## src/rtl/mem_arbiter_pkg.sv

```systemverilog
// ---------------------------------------------------------------------------
// mem_arbiter_pkg
// Shared definitions for the two-port memory arbiter:
//   - memory command encoding (MEM_NONE / MEM_READ / MEM_WRITE)
//   - arbiter FSM state encoding (IDLE / ACCESS / DONE, 2 bits)
//   - default address / data widths (512 x 16 RAM)
//   - is_req(): a command counts as a request only for read or write
// ---------------------------------------------------------------------------
package mem_arbiter_pkg;

    localparam int AW_DEF = 9;
    localparam int DW_DEF = 16;

    localparam logic [1:0] MEM_NONE  = 2'b00;
    localparam logic [1:0] MEM_READ  = 2'b01;
    localparam logic [1:0] MEM_WRITE = 2'b10;

    typedef enum logic [1:0] {
        ST_IDLE   = 2'b00,
        ST_ACCESS = 2'b01,
        ST_DONE   = 2'b10
    } arb_state_e;

    // cmd 11 is deliberately treated the same as "no request".
    function automatic logic is_req(input logic [1:0] cmd);
        return (cmd == MEM_READ) || (cmd == MEM_WRITE);
    endfunction

endpackage

```

## src/rtl/mem_arbiter_if.sv

```systemverilog
// ---------------------------------------------------------------------------
// mem_arbiter_if
// One memory-access channel: command, word address, write data, read data
// and an access-complete pulse. Used for both requester ports and for the
// RAM side of the arbiter.
//   master : drives cmd/addr/wdata, receives rdata/ready (a requester, or
//            the arbiter towards the RAM)
//   slave  : receives cmd/addr/wdata, drives rdata/ready (the arbiter
//            towards a requester, or the RAM)
// On the RAM channel ready is not used by the arbiter.
// ---------------------------------------------------------------------------
interface mem_arbiter_if
    import mem_arbiter_pkg::*;
#(
    parameter int AW = AW_DEF,
    parameter int DW = DW_DEF
);
    logic [1:0]    cmd;
    logic [AW-1:0] addr;
    logic [DW-1:0] wdata;
    logic [DW-1:0] rdata;
    logic          ready;

    modport master (output cmd, output addr, output wdata, input rdata, input ready);
    modport slave  (input cmd, input addr, input wdata, output rdata, output ready);
endinterface

```

## src/rtl/mem_arb_pick.sv

```systemverilog
// ---------------------------------------------------------------------------
// mem_arb_pick
// Combinational winner selection for the arbiter.
// Ports:
//   req0, req1  : port 0 / port 1 has a valid request (read or write)
//   prefer_p1   : (MEM_ARB_RR_EN only) port 1 wins the next tie
//   winner      : one-hot winner, 2'b00 when nobody requests
// Build option MEM_ARB_RR_EN: round-robin on ties; otherwise port 0 (CPU)
// always wins a tie and no pointer input exists.
// ---------------------------------------------------------------------------
module mem_arb_pick (
    input  logic       req0,
    input  logic       req1,
`ifdef MEM_ARB_RR_EN
    input  logic       prefer_p1,
`endif
    output logic [1:0] winner
);

    // Tie resolution is the only place the two builds differ.
    always_comb begin
        winner = 2'b00;
        if (req0 && req1) begin
`ifdef MEM_ARB_RR_EN
            if (prefer_p1) begin
                winner = 2'b10;
            end else begin
                winner = 2'b01;
            end
`else
            winner = 2'b01;
`endif
        end else if (req0) begin
            winner = 2'b01;
        end else if (req1) begin
            winner = 2'b10;
        end else begin
            winner = 2'b00;
        end
    end

endmodule

```

## src/rtl/mem_arbiter.sv

```systemverilog
// ---------------------------------------------------------------------------
// mem_arbiter
// Shares a single-ported synchronous RAM between port 0 (CPU) and port 1
// (DMA / loader). One access at a time, sequenced IDLE -> ACCESS -> DONE:
// the request is sampled in IDLE, the RAM command is driven during ACCESS,
// and the winner gets a one-cycle ready (plus read data) during DONE.
// Ports:
//   clk, reset : clock (rising edge), asynchronous active-high reset
//   p0, p1     : requester channels (slave side)
//   mem        : RAM channel (master side); rdata valid the cycle after a read
//   grant      : one-hot owner of the current access, 00 when idle
//   busy       : high in ACCESS and DONE
// Build option MEM_ARB_RR_EN: round-robin tie-break with a one-bit pointer;
// without it port 0 wins every tie.
// ---------------------------------------------------------------------------
module mem_arbiter
    import mem_arbiter_pkg::*;
#(
    parameter int AW = AW_DEF,
    parameter int DW = DW_DEF
) (
    input  logic         clk,
    input  logic         reset,
    mem_arbiter_if.slave  p0,
    mem_arbiter_if.slave  p1,
    mem_arbiter_if.master mem,
    output logic [1:0]   grant,
    output logic         busy
);

    arb_state_e    state_r;
    logic [1:0]    cmd_r;
    logic [1:0]    grant_r;
    logic          busy_r;
    logic [1:0]    mem_cmd_r;
    logic [AW-1:0] mem_addr_r;
    logic [DW-1:0] mem_wdata_r;
    logic          ready0_r;
    logic          ready1_r;
    logic [DW-1:0] rdata0_r;
    logic [DW-1:0] rdata1_r;
    logic          req0_s;
    logic          req1_s;
    logic [1:0]    win_s;
`ifdef MEM_ARB_RR_EN
    logic          prefer_p1_r;
`endif

    assign req0_s = is_req(p0.cmd);
    assign req1_s = is_req(p1.cmd);

    mem_arb_pick u_pick (
        .req0      (req0_s),
        .req1      (req1_s),
`ifdef MEM_ARB_RR_EN
        .prefer_p1 (prefer_p1_r),
`endif
        .winner    (win_s)
    );

    // Arbitration FSM: latches the winning request, drives the RAM during
    // ACCESS and issues ready during DONE.
    always_ff @(posedge clk or posedge reset) begin
        if (reset) begin
            state_r     <= ST_IDLE;
            cmd_r       <= MEM_NONE;
            grant_r     <= 2'b00;
            busy_r      <= 1'b0;
            mem_cmd_r   <= MEM_NONE;
            mem_addr_r  <= {AW{1'b0}};
            mem_wdata_r <= {DW{1'b0}};
            ready0_r    <= 1'b0;
            ready1_r    <= 1'b0;
            rdata0_r    <= {DW{1'b0}};
            rdata1_r    <= {DW{1'b0}};
`ifdef MEM_ARB_RR_EN
            prefer_p1_r <= 1'b0;
`endif
        end else begin
            case (state_r)
                ST_IDLE: begin
                    ready0_r <= 1'b0;
                    ready1_r <= 1'b0;
                    // The memory outputs double as the latched address and
                    // write data; cmd_r keeps the command for DONE.
                    if (win_s[0]) begin
                        state_r     <= ST_ACCESS;
                        grant_r     <= 2'b01;
                        busy_r      <= 1'b1;
                        cmd_r       <= p0.cmd;
                        mem_cmd_r   <= p0.cmd;
                        mem_addr_r  <= p0.addr;
                        mem_wdata_r <= p0.wdata;
`ifdef MEM_ARB_RR_EN
                        prefer_p1_r <= 1'b1;
`endif
                    end else if (win_s[1]) begin
                        state_r     <= ST_ACCESS;
                        grant_r     <= 2'b10;
                        busy_r      <= 1'b1;
                        cmd_r       <= p1.cmd;
                        mem_cmd_r   <= p1.cmd;
                        mem_addr_r  <= p1.addr;
                        mem_wdata_r <= p1.wdata;
`ifdef MEM_ARB_RR_EN
                        prefer_p1_r <= 1'b0;
`endif
                    end else begin
                        state_r <= ST_IDLE;
                    end
                end
                ST_ACCESS: begin
                    state_r     <= ST_DONE;
                    mem_cmd_r   <= MEM_NONE;
                    mem_addr_r  <= {AW{1'b0}};
                    mem_wdata_r <= {DW{1'b0}};
                    ready0_r    <= grant_r[0];
                    ready1_r    <= grant_r[1];
                end
                ST_DONE: begin
                    state_r  <= ST_IDLE;
                    grant_r  <= 2'b00;
                    busy_r   <= 1'b0;
                    ready0_r <= 1'b0;
                    ready1_r <= 1'b0;
                    // Keep the read word so rdata holds after ready drops.
                    if (cmd_r == MEM_READ) begin
                        if (grant_r[0]) begin
                            rdata0_r <= mem.rdata;
                        end else if (grant_r[1]) begin
                            rdata1_r <= mem.rdata;
                        end else begin
                            rdata0_r <= rdata0_r;
                        end
                    end else begin
                        rdata0_r <= rdata0_r;
                    end
                end
                default: begin
                    state_r     <= ST_IDLE;
                    grant_r     <= 2'b00;
                    busy_r      <= 1'b0;
                    mem_cmd_r   <= MEM_NONE;
                    mem_addr_r  <= {AW{1'b0}};
                    mem_wdata_r <= {DW{1'b0}};
                    ready0_r    <= 1'b0;
                    ready1_r    <= 1'b0;
                end
            endcase
        end
    end

    assign mem.cmd   = mem_cmd_r;
    assign mem.addr  = mem_addr_r;
    assign mem.wdata = mem_wdata_r;
    assign grant     = grant_r;
    assign busy      = busy_r;
    assign p0.ready  = ready0_r;
    assign p1.ready  = ready1_r;

    // The synchronous RAM only presents the word during DONE, so the winner
    // sees it directly while ready is high; otherwise the held copy is shown.
    assign p0.rdata = (ready0_r && (cmd_r == MEM_READ)) ? mem.rdata : rdata0_r;
    assign p1.rdata = (ready1_r && (cmd_r == MEM_READ)) ? mem.rdata : rdata1_r;

endmodule
```

## src/flat_wrapper.sv

```systemverilog
// flat-port wrapper written by rule: the top's interface ports become plain ports
module mem_arbiter_flat import mem_arbiter_pkg::*;
#(
    parameter int AW = AW_DEF,
    parameter int DW = DW_DEF
)
  (clk, reset, grant, busy, p0_cmd, p0_addr, p0_wdata, p0_rdata, p0_ready, p1_cmd, p1_addr, p1_wdata, p1_rdata, p1_ready, mem_cmd, mem_addr, mem_wdata, mem_rdata, mem_ready);
  mem_arbiter_if #(.AW(AW), .DW(DW)) p0_i ();
  mem_arbiter_if #(.AW(AW), .DW(DW)) p1_i ();
  mem_arbiter_if #(.AW(AW), .DW(DW)) mem_i ();
  input  logic clk;
  input  logic reset;
  output logic [1:0] grant;
  output logic busy;
  input wire logic [$bits(p0_i.cmd)-1:0] p0_cmd;
  input wire logic [$bits(p0_i.addr)-1:0] p0_addr;
  input wire logic [$bits(p0_i.wdata)-1:0] p0_wdata;
  output wire logic [$bits(p0_i.rdata)-1:0] p0_rdata;
  output wire logic [$bits(p0_i.ready)-1:0] p0_ready;
  input wire logic [$bits(p1_i.cmd)-1:0] p1_cmd;
  input wire logic [$bits(p1_i.addr)-1:0] p1_addr;
  input wire logic [$bits(p1_i.wdata)-1:0] p1_wdata;
  output wire logic [$bits(p1_i.rdata)-1:0] p1_rdata;
  output wire logic [$bits(p1_i.ready)-1:0] p1_ready;
  output wire logic [$bits(mem_i.cmd)-1:0] mem_cmd;
  output wire logic [$bits(mem_i.addr)-1:0] mem_addr;
  output wire logic [$bits(mem_i.wdata)-1:0] mem_wdata;
  input wire logic [$bits(mem_i.rdata)-1:0] mem_rdata;
  input wire logic [$bits(mem_i.ready)-1:0] mem_ready;
  assign p0_i.cmd = p0_cmd;
  assign p0_i.addr = p0_addr;
  assign p0_i.wdata = p0_wdata;
  assign p0_rdata = p0_i.rdata;
  assign p0_ready = p0_i.ready;
  assign p1_i.cmd = p1_cmd;
  assign p1_i.addr = p1_addr;
  assign p1_i.wdata = p1_wdata;
  assign p1_rdata = p1_i.rdata;
  assign p1_ready = p1_i.ready;
  assign mem_cmd = mem_i.cmd;
  assign mem_addr = mem_i.addr;
  assign mem_wdata = mem_i.wdata;
  assign mem_i.rdata = mem_rdata;
  assign mem_i.ready = mem_ready;
  mem_arbiter #(.AW(AW), .DW(DW)) u_core (.clk(clk), .reset(reset), .p0(p0_i), .p1(p1_i), .mem(mem_i), .grant(grant), .busy(busy));
endmodule
```

## config.mk

```make
export PLATFORM = sky130hd
export DESIGN_NAME = mem_arbiter_flat
export DESIGN_NICKNAME = d
export VERILOG_FILES = /design/src/rtl/mem_arbiter_pkg.sv /design/src/rtl/mem_arbiter_if.sv /design/src/rtl/mem_arb_pick.sv /design/src/rtl/mem_arbiter.sv /design/src/flat_wrapper.sv
export SDC_FILE = /design/constraint.sdc
export NUM_CORES = 1
export LEC_CHECK = 0
export ABC_AREA = 1
export CAP_MARGIN = 15
export CELL_PAD_IN_SITES_DETAIL_PLACEMENT = 0
export CELL_PAD_IN_SITES_GLOBAL_PLACEMENT = 1
export CORE_MARGIN = 5
export CORE_UTILIZATION = 33
export CTS_CLUSTER_DIAMETER = 80
export DETAILED_ROUTE_END_ITERATION = 6
export GPL_TIMING_DRIVEN = 0
export HOLD_SLACK_MARGIN = 0.02
export PLACE_DENSITY_LB_ADDON = 0.1
export SYNTH_ARGS = -nofsm -noshare
export SYNTH_HDL_FRONTEND = slang
export SYNTH_SLANG_ARGS = --single-unit
```

## constraint.sdc

```tcl
create_clock -name clk -period 3.1 [get_ports clk]
set_input_delay 0.465 -clock clk [delete_from_list [all_inputs] [get_ports clk]]
set_output_delay 0.465 -clock clk [all_outputs]
set_load 0.02 [all_outputs]
```

## Word-level counts from Yosys, hierarchy flattened

Index checks and enable logic that the tools add are counted.

| storage, ports and cells | value |
|---|---|
| flip-flop bits (word level) | 68 |
| latch bits | 0 |
| memory bits (writable) | 0 |
| ROM bits | 0 |
| input bits | 73 |
| output and inout port bits | 64 |
| logic and storage cells | 59 |
| memories kept | 0 |

| cells by class | value |
|---|---|
| add/sub/neg operators | 0 |
| multipliers | 0 |
| div/mod/pow operators | 0 |
| magnitude comparators | 0 |
| equality and inequality tests | 8 |
| shifts and indexed selects | 0 |
| muxes and demuxes | 25 |
| bitwise operators | 3 |
| reductions and logical operators | 12 |

Operators by type and width:

| operator | count |
|---|---|
| two-way mux 16 bit | 4 |
| one-hot mux 16 bit (2 select lines) | 1 |
| two-way mux 9 bit | 2 |
| one-hot mux 9 bit (2 select lines) | 1 |
| two-way mux 2 bit | 8 |
| one-hot mux 2 bit (2 select lines) | 3 |
| == test 2 x 1 -> 1 bit (second input constant) | 4 |
| == test 2 bit (second input constant) | 3 |
| AND reduction 2 bit | 3 |
| two-way mux 1 bit | 5 |
| AND reduction 4 bit | 1 |
| logical AND 1 bit | 3 |
| != test 3 bit (second input constant) | 1 |
| inverter 1 bit | 3 |
| AND reduction 3 bit | 1 |
| zero test 2 bit | 1 |
| logical OR 1 bit | 2 |
| one-hot mux 1 bit (2 select lines) | 1 |
| nonzero test 2 bit | 1 |

## Logic depth before layout (Yosys ltp)

Gate-level depths: netlist (run 1).

| logic depth | value |
|---|---|
| depth after elaboration | 8 |
| gate-level depth with buffers | 8 |
| depth with buffers taken out | 8 |

## Cells and area by module

From an unflattened synthesis (run 1), not the netlist that was laid out.

| unflattened totals | value |
|---|---|
| cell total of the unflattened synthesis | 493 |
| area, all modules | 3478.3 um2 |

By module, submodules not included:

| module | times used | cells an instance | area an instance (um2) | seq. area each (um2) |
|---|---|---|---|---|
| mem_arbiter | 1 | 490 | 3467.1 | 1701.6 |
| mem_arb_pick | 1 | 3 | 11.3 | 0.0 |

## Worst setup path after synthesis (run 1)

No wires, ideal clock.

| timing | value |
|---|---|
| path type | flip-flop to output port |
| start point | register u_core.cmd_r[1] |
| end point | output port p0_rdata[10] |
| arrival time | 1.304 ns |
| data required time | 2.635 ns |
| setup slack | 1.331 ns |
| stages on the path, launching flop included | 5 |
| buffers on the path | 1 |
| cell sequence | dfrtp_1 nor2_1 nand2_1 clkbuf_1 o21ai_0 |

| between the ends | value |
|---|---|
| word-level cells in the longest chain between the ends | 3 |

Ends and longest elaborated chain:

| what | RTL line | source |
|---|---|---|
| start, declared | mem_arbiter.sv:32 | `logic [1:0] cmd_r;` |
| start signal, assigned | mem_arbiter.sv:90 | `cmd_r <= p0.cmd;` |
| start signal, assigned | mem_arbiter.sv:101 | `cmd_r <= p1.cmd;` |
| == test 2 x 1 -> 1 bit | mem_arbiter.sv:163 | `assign p0.rdata = (ready0_r && (cmd_r == MEM_READ)) ? mem.rdata : rdata0_r;` |
| logical AND 1 bit | mem_arbiter.sv:163 |  |
| two-way mux 16 bit | mem_arbiter.sv:163 |  |
| end, declared | flat_wrapper.sv:18 | `output wire logic [$bits(p0_i.rdata)-1:0] p0_rdata;` |

Every way passes these cells.

## Final worst setup path (run 1)

| timing | value |
|---|---|
| start point | register u_core.cmd_r[1] |
| end point | output port p1_rdata[15] |

| between the ends | value |
|---|---|
| word-level cells in the longest chain between the ends | 3 |

Ends and longest elaborated chain:

| what | RTL line | source |
|---|---|---|
| == test 2 x 1 -> 1 bit | mem_arbiter.sv:164 | `assign p1.rdata = (ready1_r && (cmd_r == MEM_READ)) ? mem.rdata : rdata1_r;` |
| logical AND 1 bit | mem_arbiter.sv:164 |  |
| two-way mux 16 bit | mem_arbiter.sv:164 |  |
| end, declared | flat_wrapper.sv:23 | `output wire logic [$bits(p1_i.rdata)-1:0] p1_rdata;` |

Every way passes these cells.

==> results of run 1 <==
## cells in the mapped netlist
cell / number
nand2_2: 5
buf_6: 2
buf_2: 10
clkbuf_1: 12
o21ai_1: 3
nand3_1: 51
buf_4: 2
a22oi_1: 1
clkbuf_2: 2
nor2_1: 5
inv_2: 2
inv_1: 28
nand4_1: 25
nand2_4: 3
nand2_1: 165
dfrtp_1: 68
o21ai_0: 63
nor3_2: 1
## stage by stage
step           worst slack [ps]  utilization
6_report                  288.4       0.5043
5_1_grt                   86.07       0.5043
4_1_cts                   249.6       0.5043
3_5_place_dp              641.1       0.4832
3_3_place_gp             -367.3       0.4829
2_1_floorplan             923.5            -
## report_power, final
group / switching [mW] / internal, mW
sequential: 0.234 / 1.27
combinational: 1.29 / 1.06
clock: 0.345 / 0.471
## sequential cells by signal, indices dropped and copies added (netlist names)
| signal | count |
|---|---|
| u_core.mem.addr | 9 |
| u_core.rdata1_r | 16 |
| u_core.busy | 1 |
| u_core.mem.wdata | 16 |
| u_core.cmd_r | 2 |
| u_core.state_r | 2 |
| u_core.rdata0_r | 16 |
| u_core.p0.ready | 1 |
| u_core.grant | 2 |
| u_core.mem.cmd | 2 |
| u_core.p1.ready | 1 |
## layout make-up
type / instances / area [sq um]
plain buffers: 28 / 142.6
clock buffers: 11 / 141.4
clock inverters: 5 / 75.07
fillers: 1037 / 5071
inverters: 30 / 115.1
multi-input cells: 322 / 1463
flip-flops and latches: 68 / 1702
well taps: 136 / 170.2
repair buffers: 135 / 1351
## cells by family (layout without fill, tap and decap cells)
kind of cell	Yosys count	after routing	synth area share
flops	68	68	0.4976
compound gates	67	67	0.09879
buf+inv	58	209	0.07464
simple gates	255	255	0.3289
## cell usage in the layout, fill, tap and decap left out
cell type	count
o21ai_0	63
buf_4	2
nand4_1	25
nand2_2	5
o21ai_1	3
a22oi_1	1
nor2_1	5
clkinv_2	3
clkbuf_8	10
clkbuf_1	13
buf_2	10
inv_4	1
bufinv_16	2
nor3_2	1
clkdlybuf4s50_1	135
buf_6	2
clkbuf_2	2
dfrtp_1	68
nand3_1	51
nand2_1	165
inv_1	27
inv_2	2
nand2_4	3
## critical path, stage by stage, from the launching register on
cell and delay (ps):
dfrtp_1 410, nor2_1 170, nand2_1 160, clkbuf_1 290, o21ai_0 310, clkdlybuf4s50_1 660
## worst paths after layout
check | startpoint | to | slack, ps
hold reg to reg | u_core.busy$_DFFE_PP0P_ | u_core.busy$_DFFE_PP0P_ | 480
min in group asynchronous | reset | u_core.mem.wdata[2]$_DFFE_PP0P_ | 620
hold / removal | u_core.busy$_DFFE_PP0P_ | u_core.busy$_DFFE_PP0P_ | 480
max in group asynchronous | reset | u_core.rdata1_r[13]$_DFFE_PP0P_ | 1890
setup / recovery | u_core.cmd_r[1]$_DFFE_PP0P_ | p1_rdata[15] | 290
setup reg to reg | u_core.state_r[0]$_DFF_PP0_ | u_core.rdata0_r[8]$_DFFE_PP0P_ | 1610
## metal layers
| metal | GRT usage | share of wire | vias to the layer above |
|---|---|---|---|
| li1 | - | - | 1765 |
| met1 | 0.2261 | 0.44 | 1621 |
| met2 | 0.2898 | 0.48 | 123 |
| met5 | 0 | 0 | - |
| met4 | 0.07137 | 0.017 | 0 |
| met3 | 0.03315 | 0.057 | 18 |
==> impl_metrics.ini, run 1 <==
[synth]
yosys_warnings = 0
yosysSeqAreaShare = 0.4976
synth_seq_cells = 68
synth_area_leader_cell = dfrtp_1
netlist_top_cells_area = dfrtp_1 (50%), nand2_1 (18%), o21ai_0 (9.2%)
syn_nets = 521
synth_top_area_frac = 0.4976
syn_area_per_cell_sq_um = 7.633
syn_area_sq_um = 3420
synthCells = 448
synth.distinct_cells = 18

[place]
dp_hpwl_um = 7788
dp.cells = 719
io_buffers = 135
routabilityCongestion = 0.8042
placed_area_sq_um = 4943

[setup_path]
path_class = reg -> out
required_ps = 2630
critical_path_peak_fanout = 10
crit_arrival_ps = 2350
reg2reg_depth = 6
critPathLaunchType = register
endpoint_kind = output port

[cts]
cts-hold-fix-buffers = 0
postCtsSetupBuffers = 0
cts_buffers = 9
clkSinkCount = 68
cts_tree = done
cts_root_buffer = clkbuf_8
clk_path_buf_depth = 2
clock_latency_ps = 350
htreeDepth = 3
ctsResizeCount = 0
clk_pin_slew_ps = 70

[drt]
wl_per_cell_um = 14.76
detail-route-antenna-nets = 0
drcViolationCount = 0
drt_iter0_markers = 175
via_per_inst = 4.799
vias = 3527
routed_wl_um = 10850
dr.pass1.iters = 5

[power]
ir_drop_mv = 0.3381
finalPower_mw = 4.673
power_density_nw_per_um2 = 905.6
leakagePower_nw = 2.620

[sta]
final_max_slew_viol_count = 0
tightest_slew_ps = 853.7
rsz0062_at_grt = false
finalCritPeriodShare = 0.9070
final-setup-viol-count = 0
finalClockSkew_ps = 5.052
hold_slack_ps = 477.6
tns_ps = 0
slew_headroom = 0.4309
fmax_mhz = 355.7
fin_crit_ps = 2812
hold_viol = 0

[run]
max_cap_viol_count = 0

[grt]
grt_max_degree = 69
grt_pass1_wl_um = 17770
grt_overflow_total = 0
antenna_found_initial = 0
grt_pass1_vias = 3542
track_usage = 0.1754

[floorplan]
coreArea_sq_um = 10230
die_area_sq_um = 12500
io_pins = 137
fp.dieW_um = 111.8
initial_core_util = 0.3342
die_height_um = 111.8
row_count = 37

[min_path]
hold_class = reg -> reg
holdPathStages = 2

[final_layout]
postLayoutCellArea_sq_um = 5160
final_nets = 667
drive_gt1_frac = 0.07179
finalNonFillerCells = 735
num_antenna_cells = 0
area_growth_pct = 50.90

[status]
outcome = finished clean
No activity file was read; power rests on OpenSTA's default activity.
==> inputs of run 2 (changes only) <==
--- a/config.mk
+++ b/config.mk
@@ -7,3 +7,2 @@
 export LEC_CHECK = 0
-export ABC_AREA = 1
 export CAP_MARGIN = 15
@@ -12,3 +11,3 @@
 export CORE_MARGIN = 5
-export CORE_UTILIZATION = 33
+export CORE_UTILIZATION = 36
 export CTS_CLUSTER_DIAMETER = 80
==> constraint.sdc (replaced) <==
create_clock -name clk -period 3.1 [get_ports clk]
set_input_delay 0.62 -clock clk [delete_from_list [all_inputs] [get_ports clk]]
set_output_delay 0.62 -clock clk [all_outputs]
set_load 0.02 [all_outputs]
==> impl_metrics.ini, run 2 <==
[synth]
async_reset_ff_frac = 1.000
synth_most_common_cell = dfrtp_1
ys.flop_type = dfrtp_1
syn_area_sq_um = 3483
synthCells = 287
synth_seq_cells = 68
syn_area_per_cell_sq_um = 12.14
netlist_top_cells_count = dfrtp_1 (68), mux2_2 (44), inv_1 (27), nor3_1 (25), nor4_1 (25)
synth.distinct_cells = 31
synth_area_leader_cell = dfrtp_1
synth_top_area_frac = 0.4885
yosys_warnings = 0
synth_edf_count = 0
netlist_top_cells_area = dfrtp_1 (49%), mux2_2 (14%), a2111oi_2 (7.8%)
yosysSeqAreaShare = 0.4885
syn_nets = 360

[cts]
cts_tree = done
clk_path_buf_depth = 2
clock_latency_ps = 340
htreeDepth = 3
clk_pin_slew_ps = 70
cts_buffers = 9
clkSinkCount = 68
cts-hold-fix-buffers = 0
cts_root_buffer = clkbuf_8

[drt]
drt_iter0_markers = 75
drcViolationCount = 0
detail-route-antenna-nets = 0
via_per_inst = 4.923
routed_wl_um = 9726
wl_per_cell_um = 17.03
dr.pass1.iters = 4
vias = 2811

[setup_path]
crit_chain = nor2b_1, nand2_2, clkbuf_4, mux2_2, clkdlybuf4s50_1
critPathLaunchType = register
critPathTopFamily = buffers and inverters
required_ps = 2480
cp_num_cells = 5
cp.buffers_inverters = 2
r2r-start = u_core.state_r[0]$_DFF_PP0_
endpoint_kind = output port
cp-startpoint = u_core.cmd_r[0]$_DFFE_PP0P_
critical_path_peak_fanout = 10
crit_arrival_ps = 2290
path_class = reg -> out
slowest_stage = clkdlybuf4s50_1
reg2reg_depth = 4
cpPeakStageDelay_ps = 550

[place]
dp_hpwl_um = 6961
io_buffers = 135
routabilityCongestion = 0.7457
dp.cells = 555
placed_area_sq_um = 5004

[floorplan]
initial_core_util = 0.3631
die_area_sq_um = 11740
die_height_um = 108.4
coreArea_sq_um = 9594
fp.dieW_um = 108.4
row_count = 36
io_pins = 137

[sta]
tns_ps = 0
rsz0062_at_grt = false
final_max_slew_viol_count = 0
fin_crit_ps = 2913
tightest_slew_ps = 874.2
hold_viol = 0
final-setup-viol-count = 0
finalClockSkew_ps = 11.50
finalCritPeriodShare = 0.9398
fmax_mhz = 343.2
slew_headroom = 0.4172

[power]
switching_share = 0.3803
finalPower_mw = 5.234
combPwrFrac = 0.542
p_int_mw = 3.244
netSwitchingPower_mw = 1.990
ir_drop_mv = 0.3474
pwr-share-clk = 0.163
leakagePower_nw = 2.077
power_density_nw_per_um2 = 996.9
pwr-share-seq = 0.296

[final_layout]
area_growth_pct = 50.72
final_nets = 506
mostFrequentLayoutCells = clkdlybuf4s50_1 (135), dfrtp_1 (68), mux2_2 (44), inv_1 (26)
final_common_cell = clkdlybuf4s50_1
final_util = 0.5472
drive_gt1_frac = 0.2123
finalNonFillerCells = 571
postLayoutCellArea_sq_um = 5250
num_antenna_cells = 0

[grt]
grt_max_degree = 69
antenna_found_initial = 0
track_usage = 0.1755
grt_overflow_total = 0
grt_pass1_vias = 3106
grt_pass1_wl_um = 16120

[min_path]
hold_class = reg -> reg
hold_path_startpoint = u_core.rdata1_r[6]$_DFFE_PP0P_
holdPathStages = 1

[status]
outcome = finished clean

[run]
max_cap_viol_count = 0
==> run 2: cell count changes after synthesis, moves of 25 or more <==
cell | before | now
nor4_1 | 0 | 25
nor3_1 | 0 | 25
o21ai_0 | 63 | 2
nand2_1 | 165 | 4
nand4_1 | 25 | 0
nand3_1 | 51 | 0
mux2_2 | 0 | 44
==> run 2: worst register-to-register path: stages (launching register included) <==
cell and delay (ps):
dfrtp_1 460, and4bb_1 310, nand3b_1 300, buf_2 340, mux2_1 350
==> run 2: final timing paths <==
check	endpoint	slack (ps)
max	p1_rdata[6]	190
min	u_core.rdata1_r[6]$_DFFE_PP0P_	490
max reg2reg	u_core.rdata1_r[7]$_DFFE_PP0P_	1220
min reg2reg	u_core.rdata1_r[6]$_DFFE_PP0P_	490
max in group asynchronous	u_core.mem.wdata[1]$_DFFE_PP0P_	1700
min in group asynchronous	u_core.mem.wdata[3]$_DFFE_PP0P_	790
==> run 2: routing by layer <==
layer,up-vias,track usage,wire (um)
met1,1345,0.2182,4251
met2,97,0.2909,4579
met4,0,0.05410,131
met5,-,0,0
li1,1358,-,-
met3,11,0.05672,762
==> run 2: cell families (layout without fill, tap and decap cells) <==
| kind of cell | Yosys count | after routing | share of synthesized area |
|---|---|---|---|
| flops | 68 | 68 | 0.4885 |
| mux | 66 | 66 | 0.2134 |
| simple gates | 65 | 65 | 0.1070 |
| buf+inv | 49 | 200 | 0.05963 |
| compound gates | 35 | 35 | 0.1167 |
| xor+xnor | 3 | 3 | 0.01186 |
| fa+ha+maj | 1 | 1 | 0.002874 |
==> run 2: final cells by class <==
cell class | count | area, sq um
buffer | 22 | 113.9
clock buffer | 11 | 151.4
clock inverter | 5 | 82.58
fill | 902 | 4344
inverter | 27 | 103.9
multi-input combinational | 170 | 1579
sequential | 68 | 1702
tap | 133 | 166.4
timing repair buffer | 135 | 1351
==> run 2: through the flow <==
step           hold slack (ps)  setup slack (ps)
5_1_grt                  511.3             38.68
6_report                 489.7             186.5
4_1_cts                  494.9             27.30
3_5_place_dp             478.8             149.7
2_1_floorplan            458.5             768.5
3_3_place_gp             467.4            -555.1
==> run 2: what timing repair did <==
item / in CTS / in global routing
endpoints found under the setup margin: 20 / 20
setup buffers: 0 / 0
gates resized for setup: 3 / 4
hold endpoints to repair: 0 / 0
gates cloned: 0 / 0
==> run 2: power groups by stage <==
stage	Combinational (mW)	Sequential, mW	Clock [mW]
2_1_floorplan	1.44	1.75	0
5_1_grt	3.06	1.61	0.914
3_3_place_gp	2.85	1.55	0
4_1_cts	2.88	1.55	0.870
6_report	2.83	1.55	0.852
3_5_place_dp	2.87	1.57	0
==> RTL edit (config.mk and constraints of run 2) <==
Make the reset (`reset`) synchronous in one clocked block. Comments in the files are not updated.
--- a/src/rtl/mem_arbiter.sv
+++ b/src/rtl/mem_arbiter.sv
@@ -60,7 +60,7 @@
 
     // Arbitration FSM: latches the winning request, drives the RAM during
     // ACCESS and issues ready during DONE.
-    always_ff @(posedge clk or posedge reset) begin
+    always_ff @(posedge clk) begin
         if (reset) begin
             state_r     <= ST_IDLE;
             cmd_r       <= MEM_NONE;
Function: differs if reset is asserted again (counterexample within 4 cycles, from zero or initial values and one cycle with reset high); with reset held inactive, the same outputs for 4 cycles.
==> RTL edit against run 2 <==
First-iteration DRC count decreased by 48%. Worst setup slack worse by 0.084 ns. Area after synthesis down 9.7%. Routed wire length down 15%. Synthesized cell count increased by 1.0%. Count of clock-buffer cells in the layout is 1 higher. Cell count down 4.0%. Design area down 7.1%. Via count shrank 7.2%. Sequential cell count did not move. Largest cell class is now multi-input gates. Highest routed layer unchanged.
Power is not compared: it rests on default switching activity, and its combinational part moved more than twofold at a synthesized area within 25%.
==> RTL edit: results (changes against run 2) <==
metric	value	unit	change
status	finished clean		
Clock buffer cells	12		+1
largest net degree at the start of global routing	12		-83%
Fillers	793		-12%
I/O Buffers	134		-0.74%
share of cells above drive strength 1	0.136		-0.0760
DP Area	4620	µm²	-7.6%
Avg Cell Area, Syn	10.9	µm²	-11%
Max Freq	334	MHz	-2.8%
Multi-input comb cells	201		+18%
Non-clk invs	2		-93%
reg-to-reg critical path startpoint	u_core.cmd_r[1]		
Worst-Margin Slew	0.587	ns	-0.287 ns
fraction of area in multi-input gates	0.336		+0.0357
Non-Filler Instances	548		-4.0%
sequential share of the synthesized area	0.433		-0.0559
top cells by area, synth	dfxtp_1 (43%), mux2i_1 (13%), o2bb2ai_2 (9.5%)		
Final Util	0.565		+0.0177
first-pass GRT wire length	13000	µm	-19%
gp weighted congestion	0.725		-2.8%
cell total after placement	532		-4.1%
clock skew	0.0110	ns	-0.000448 ns
hold slack	0.455	ns	-0.0345 ns
GRT Overall Usage	0.158		-0.0180
Reg2Reg Setup Slack	1.53	ns	+0.31 ns
Arr. time, crit path	2.38	ns	+0.09 ns
post-synthesis mux area share	0.245		+0.0316
post-synthesis compound-gate area fraction	0.159		+0.0419
fin nets	508		+0.40%
WL/cell	15.0	µm	-12%
Hold Path End	u_core.rdata0_r[5]		
R2R depth	5		+1
hold path startpoint	u_core.rdata0_r[5]		
Signal buf overhead	0.304		+0.0248
DP HPWL	6140	µm	-12%
R2R Path End	u_core.rdata0_r[9]		
-- RTL edit: layer usage --
layer  track usage  part of all wire
met5             0                 0
met1         0.196              0.44
met2         0.246              0.45
met3        0.0651             0.099
met4        0.0538             0.013
-- RTL edit: logic make-up after synthesis --
logic type                 count (synthesis)
adders and majority gates                  1
AOI/OAI and AO/OA                         52
muxes                                     73
and+or+nand+nor                           73
DFF                                       68
buffers and inverters                     21
xor gates and xnor gates                   2
-- RTL edit: power by group through the flow --
stage | clock network (mW) | registers, mW | logic, mW
after floorplan | 0 | 1.03 | 0.178
after global placement | 0 | 0.978 | 0.458
after detailed placement | 0 | 0.978 | 0.459
after CTS | 0.925 | 0.961 | 0.461
after global routing | 0.969 | 0.967 | 0.487
final | 0.901 | 0.961 | 0.453
-- RTL edit: worst register-to-register path, stage by stage, from the launching register on --
cell,delay (ns)
dfxtp_1,0.33
and2b_1,0.22
nand3_1,0.26
clkbuf_1,0.43
nand2_1,0.11
a21oi_1,0.15
